==> src/rtl/alu8_result_buffer.sv <==
// Result FIFO behind the 8-bit ALU: stores the per-opcode datum and flags of each
// accepted result, presents them in order, and keeps overflow status for software.
module alu8_result_buffer #(
    parameter  int unsigned DEPTH = 4,
    localparam int unsigned CW    = $clog2(DEPTH) + 1
) (
    input  logic          clk,
    input  logic          rst_n,
    input  logic          in_valid,
    output logic          in_ready,
    input  logic [3:0]    in_op,
    input  logic [7:0]    in_result,
    input  logic [15:0]   in_product,
    input  logic          in_of,
    input  logic          in_zero,
    input  logic          in_slt,
    output logic          out_valid,
    input  logic          out_ready,
    output logic [3:0]    out_op,
    output logic [15:0]   out_data,
    output logic [2:0]    out_flags,
    output logic          out_illegal,
    output logic [CW-1:0] count,
    output logic          sticky_of,
    output logic [7:0]    of_count,
    input  logic          clr_status
);

    localparam int unsigned AW = $clog2(DEPTH);
    localparam int unsigned EW = 24;
    localparam logic [3:0]  OP_MUL = 4'b1011;

    logic [AW-1:0] wr_ptr_q, wr_ptr_d;
    logic [AW-1:0] rd_ptr_q, rd_ptr_d;
    logic [CW-1:0] count_q, count_d;
    logic          in_ready_q, in_ready_d;
    logic          out_valid_q, out_valid_d;
    logic [EW-1:0] head_q, head_d;
    logic          sticky_q, sticky_d;
    logic [7:0]    ofcnt_q, ofcnt_d;
    logic [EW-1:0] mem_q [DEPTH];

    logic          push_c;
    logic          pop_c;
    logic          illegal_c;
    logic [15:0]   data_c;
    logic [EW-1:0] wr_entry_c;

    assign push_c = in_valid && in_ready_q;
    assign pop_c  = out_valid_q && out_ready;

    // Pick the meaningful datum for the opcode; reserved opcodes store zero.
    always_comb begin
        illegal_c = (in_op >= 4'b1100);
        data_c    = 16'h0000;
        if (in_op == OP_MUL) begin
            data_c = in_product;
        end else if (!illegal_c) begin
            data_c = {8'h00, in_result};
        end
        wr_entry_c = {in_op, data_c, in_of, in_zero, in_slt, illegal_c};
    end

    always_comb begin
        wr_ptr_d = push_c ? wr_ptr_q + AW'(1) : wr_ptr_q;
        rd_ptr_d = pop_c  ? rd_ptr_q + AW'(1) : rd_ptr_q;
        count_d  = count_q;
        case ({push_c, pop_c})
            2'b10:   count_d = count_q + CW'(1);
            2'b01:   count_d = count_q - CW'(1);
            default: count_d = count_q;
        endcase
        in_ready_d  = (count_d != CW'(DEPTH));
        out_valid_d = (count_d != CW'(0));
        // The new entry becomes head when it lands in the slot the read pointer moves to.
        head_d = (push_c && (wr_ptr_q == rd_ptr_d)) ? wr_entry_c : mem_q[rd_ptr_d];

        sticky_d = sticky_q;
        ofcnt_d  = ofcnt_q;
        if (clr_status) begin
            sticky_d = push_c && in_of;
            ofcnt_d  = (push_c && in_of) ? 8'h01 : 8'h00;
        end else if (push_c && in_of) begin
            sticky_d = 1'b1;
            if (ofcnt_q != 8'hFF) begin
                ofcnt_d = ofcnt_q + 8'h01;
            end
        end
    end

    always_ff @(posedge clk or negedge rst_n) begin
        if (!rst_n) begin
            wr_ptr_q    <= '0;
            rd_ptr_q    <= '0;
            count_q     <= '0;
            in_ready_q  <= 1'b1;
            out_valid_q <= 1'b0;
            head_q      <= '0;
            sticky_q    <= 1'b0;
            ofcnt_q     <= 8'h00;
        end else begin
            wr_ptr_q    <= wr_ptr_d;
            rd_ptr_q    <= rd_ptr_d;
            count_q     <= count_d;
            in_ready_q  <= in_ready_d;
            out_valid_q <= out_valid_d;
            sticky_q    <= sticky_d;
            ofcnt_q     <= ofcnt_d;
            if (push_c || pop_c) begin
                head_q <= head_d;
            end
        end
    end

    // Storage is deliberately not reset; it is never observed while empty.
    always_ff @(posedge clk) begin
        if (push_c) begin
            mem_q[wr_ptr_q] <= wr_entry_c;
        end
    end

    assign in_ready    = in_ready_q;
    assign out_valid   = out_valid_q;
    assign count       = count_q;
    assign out_op      = head_q[23:20];
    assign out_data    = head_q[19:4];
    assign out_flags   = head_q[3:1];
    assign out_illegal = head_q[0];
    assign sticky_of   = sticky_q;
    assign of_count    = ofcnt_q;

endmodule
==> config.mk <==
export PLATFORM = sky130hd
export DESIGN_NAME = alu8_result_buffer
export DESIGN_NICKNAME = d
export VERILOG_FILES = /design/src/rtl/alu8_result_buffer.sv
export SDC_FILE = /design/constraint.sdc
export NUM_CORES = 1
export LEC_CHECK = 0
export ABC_AREA = 1
export ABC_CLOCK_PERIOD_IN_PS = 2790
export BUFFER_PORTS_ARGS = -buffer_cell sky130_fd_sc_hd__buf_4
export CAP_MARGIN = 20
export CORE_MARGIN = 1.5
export CORE_UTILIZATION = 37
export DETAILED_ROUTE_END_ITERATION = 12
export PLACE_DENSITY_LB_ADDON = 0.3
export RECOVER_POWER = 50
export SETUP_SLACK_MARGIN = 0.15
export SYNTH_ARGS = -nofsm -noshare
export SYNTH_HDL_FRONTEND = slang
export SYNTH_SLANG_ARGS = --single-unit
==> constraint.sdc <==
create_clock -name clk -period 2.79 [get_ports clk]
set_input_delay 0.558 -clock clk [delete_from_list [all_inputs] [get_ports clk]]
set_output_delay 0.558 -clock clk [all_outputs]
set_load 0.05 [all_outputs]
==> results.json <==
{
  "syn2layout_area_growth_pct": 18.5,
  "maxCapViolCount": 0,
  "r2r-end": "out_valid",
  "hp-class": "input pin to flop",
  "initial_core_util": 0.378,
  "cellPowerDensity_nw_per_um2": 1140,
  "fillers": 1578,
  "overflow": 0,
  "synth_cell_types": 31,
  "crit_start": "in_ready",
  "drive_gt1_frac": 0.116,
  "synth_area_leaders": "edfxtp_1, dfrtp_1, nand3_1",
  "final.period_utilization": 0.834,
  "syn_nets": 681,
  "numPortBuffers": 73,
  "detail-route-antenna-nets": 0,
  "drt-wirelength-per-cell_um": 16.4,
  "syn_avg_cell_area_um2": 9.78,
  "routed_via_density": 5.00,
  "finalSetupViolCount": 0,
  "dr_total_vias": 4747,
  "cp.arrival_ns": 2.69,
  "yosys_register_bits": 138,
  "dieHeight_um": 133,
  "synth_top_flop_cell": "edfxtp_1",
  "cts-buffers-inserted": 17,
  "critPathRequiredTime_ns": 3.15,
  "setup_slack_ns": 0.463,
  "rsz0062_at_grt": "false",
  "globalRouteTotalUtil": 0.187,
  "yosysTopAreaCell": "edfxtp_1",
  "synth_edf_count": 96,
  "cts_resized": 0,
  "postLayoutCoreUtil": 0.447,
  "clockBufferDepth": 2,
  "hold_viol_final": 0,
  "rr_worst_depth": 7,
  "period_needed_ns": 2.33,
  "finalSetupTns_ns": 0,
  "io_pins": 74,
  "rrSetupSlack_ns": 0.46,
  "max_slew_margin": 0.224,
  "synth_top_area_share": 0.462,
  "antenna_cells": 0,
  "die_area_um2": 17700,
  "synth_most_common_cell": "nand2_1",
  "clock_latency_ns": 0.42,
  "min_to": "of_count[4]",
  "worst-path-max-fanout": 10,
  "coreArea_um2": 16500,
  "outcome": "finished clean",
  "cts_root_buffer": "clkbuf_16",
  "clk_pin_slew_ns": 0.05,
  "final_nets": 760,
  "yosys_warnings": 0,
  "finalClockSkew_ns": 0.00929,
  "hold_path_depth": 2,
  "cts_tree": "done",
  "fmax_mhz": 430,
  "first_pass_iters": 5,
  "async_flop_share": 0.304,
  "reg2reg_from": "in_ready",
  "drt_wl_total_um": 15600,
  "rows": 47,
  "grt_first_pass_wirelength_um": 25100,
  "htree_num_levels": 4,
  "critPathCaptureType": "flop",
  "start_kind": "flop",
  "total_leakage_power_uw": 0.00320,
  "place_ws_ns": 0.535,
  "cts_sinks": 138,
  "grt_max_degree": 50,
  "synth_common_cells": "nand2_1, nand3_1, edfxtp_1",
  "die_x_um": 133,
  "syn_inst": 638,
  "drc": 0,
  "hold_start": "clr_status",
  "drt-initial-drc-count": 368,
  "holdWs_ns": 0.341,
  "post_cts_buffers": 0,
  "worst_slew_pin_slew_ns": 1.16,
  "antenna_found_initial": 0,
  "grt_pass1_vias": 4729,
  "cts-hold-fix-buffers": 0,
  "yosysSeqAreaShare": 0.631,
  "gp_congestion": 0.837,
  "netlist_area_um2": 6240,
  "irDropWorstVdd_uv": 565,
  "dp_hpwl_um": 9400,
  "worstSetupPathType": "flop to flop",
  "drv_slew": 0
}
[cell type report]
cell class | instances | area [um^2] | area share
repair buffers | 89 | 499 | 0.0675
inverters | 55 | 206 | 0.0279
clock inverters | 10 | 77.6 | 0.0105
multi-input cells | 416 | 1950 | 0.263
well taps | 220 | 275 | 0.0372
flip-flops and latches | 138 | 3940 | 0.532
clock buffers | 22 | 454 | 0.0614
[stage by stage]
stage | instances | instance area, um^2 | total power [uW]
global placement | 918 | 7040 | 6590
detailed placement | 918 | 7040 | 6670
global route | 950 | 7390 | 9010
finish | 950 | 7390 | 8460
floorplan | 638 | 6240 | 5570
CTS | 950 | 7570 | 8720
[worst max-delay path, cell delays in order, from the launching register on]
cell and delay, ns:
dfstp_1 0.54, nand2_1 0.33, ha_1 0.39, fa_1 0.40
o21ai_0 0.23, xor2_1 0.25, inv_1 0.06, nand2_1 0.06
[layout by cell type, fill, tap and decap left out, types with 6 or more instances in the layout]
cell type,Yosys,final
nand2_1,191,193
ha_1,6,6
nor2_1,20,16
nand3_1,161,161
buf_4,4,43
edfxtp_1,96,96
o21ai_0,9,9
clkinv_1,2,6
inv_1,52,52
clkbuf_16,0,17
dfrtp_1,41,41
clkbuf_1,7,47
[state kept, by name, indices dropped and copies added, names as in the netlist]
signal	cells
mem_q	96
head_q	24
of_count	8
count	3
rd_ptr_q	2
wr_ptr_q	2
in_ready	1
out_valid	1
sticky_of	1
[report_power, final]
| group | internal (uW) | switching [uW] | leakage, uW |
|---|---|---|---|
| sequential | 2770 | 234 | 0.00137 |
| clock | 1230 | 810 | 0.000250 |
| combinational | 849 | 2560 | 0.00158 |
[worst max path at each step]
| stage | slack [ns] | cells after the start | to |
|---|---|---|---|
| finish | 0.46 | 7 | out_valid |
| floorplan | 0.39 | 2 | mem_q[0][0] |
| detailed placement | 0.54 | 7 | out_valid |
| global route | 0.31 | 8 | out_valid |
| global placement | 0.60 | 7 | out_valid |
| CTS | 0.68 | 7 | out_valid |
[cells by family after synthesis]
| group | after synthesis | synth area share |
|---|---|---|
| simple gates | 389 | 0.276 |
| flops | 138 | 0.631 |
| buf+inv | 84 | 0.0583 |
| compound gates | 15 | 0.0126 |
| fa+ha+maj | 7 | 0.0152 |
| xor+xnor | 4 | 0.00561 |
| mux | 1 | 0.00180 |
[layer usage]
layer,up-vias,global-route usage,routed length [um]
li1,2302,-,-
met1,2294,0.245,6760
met2,132,0.303,7690
met3,19,0.0487,877
met4,0,0.0653,232
met5,-,0,0
Note: power is estimated with default switching activity, not from simulation.
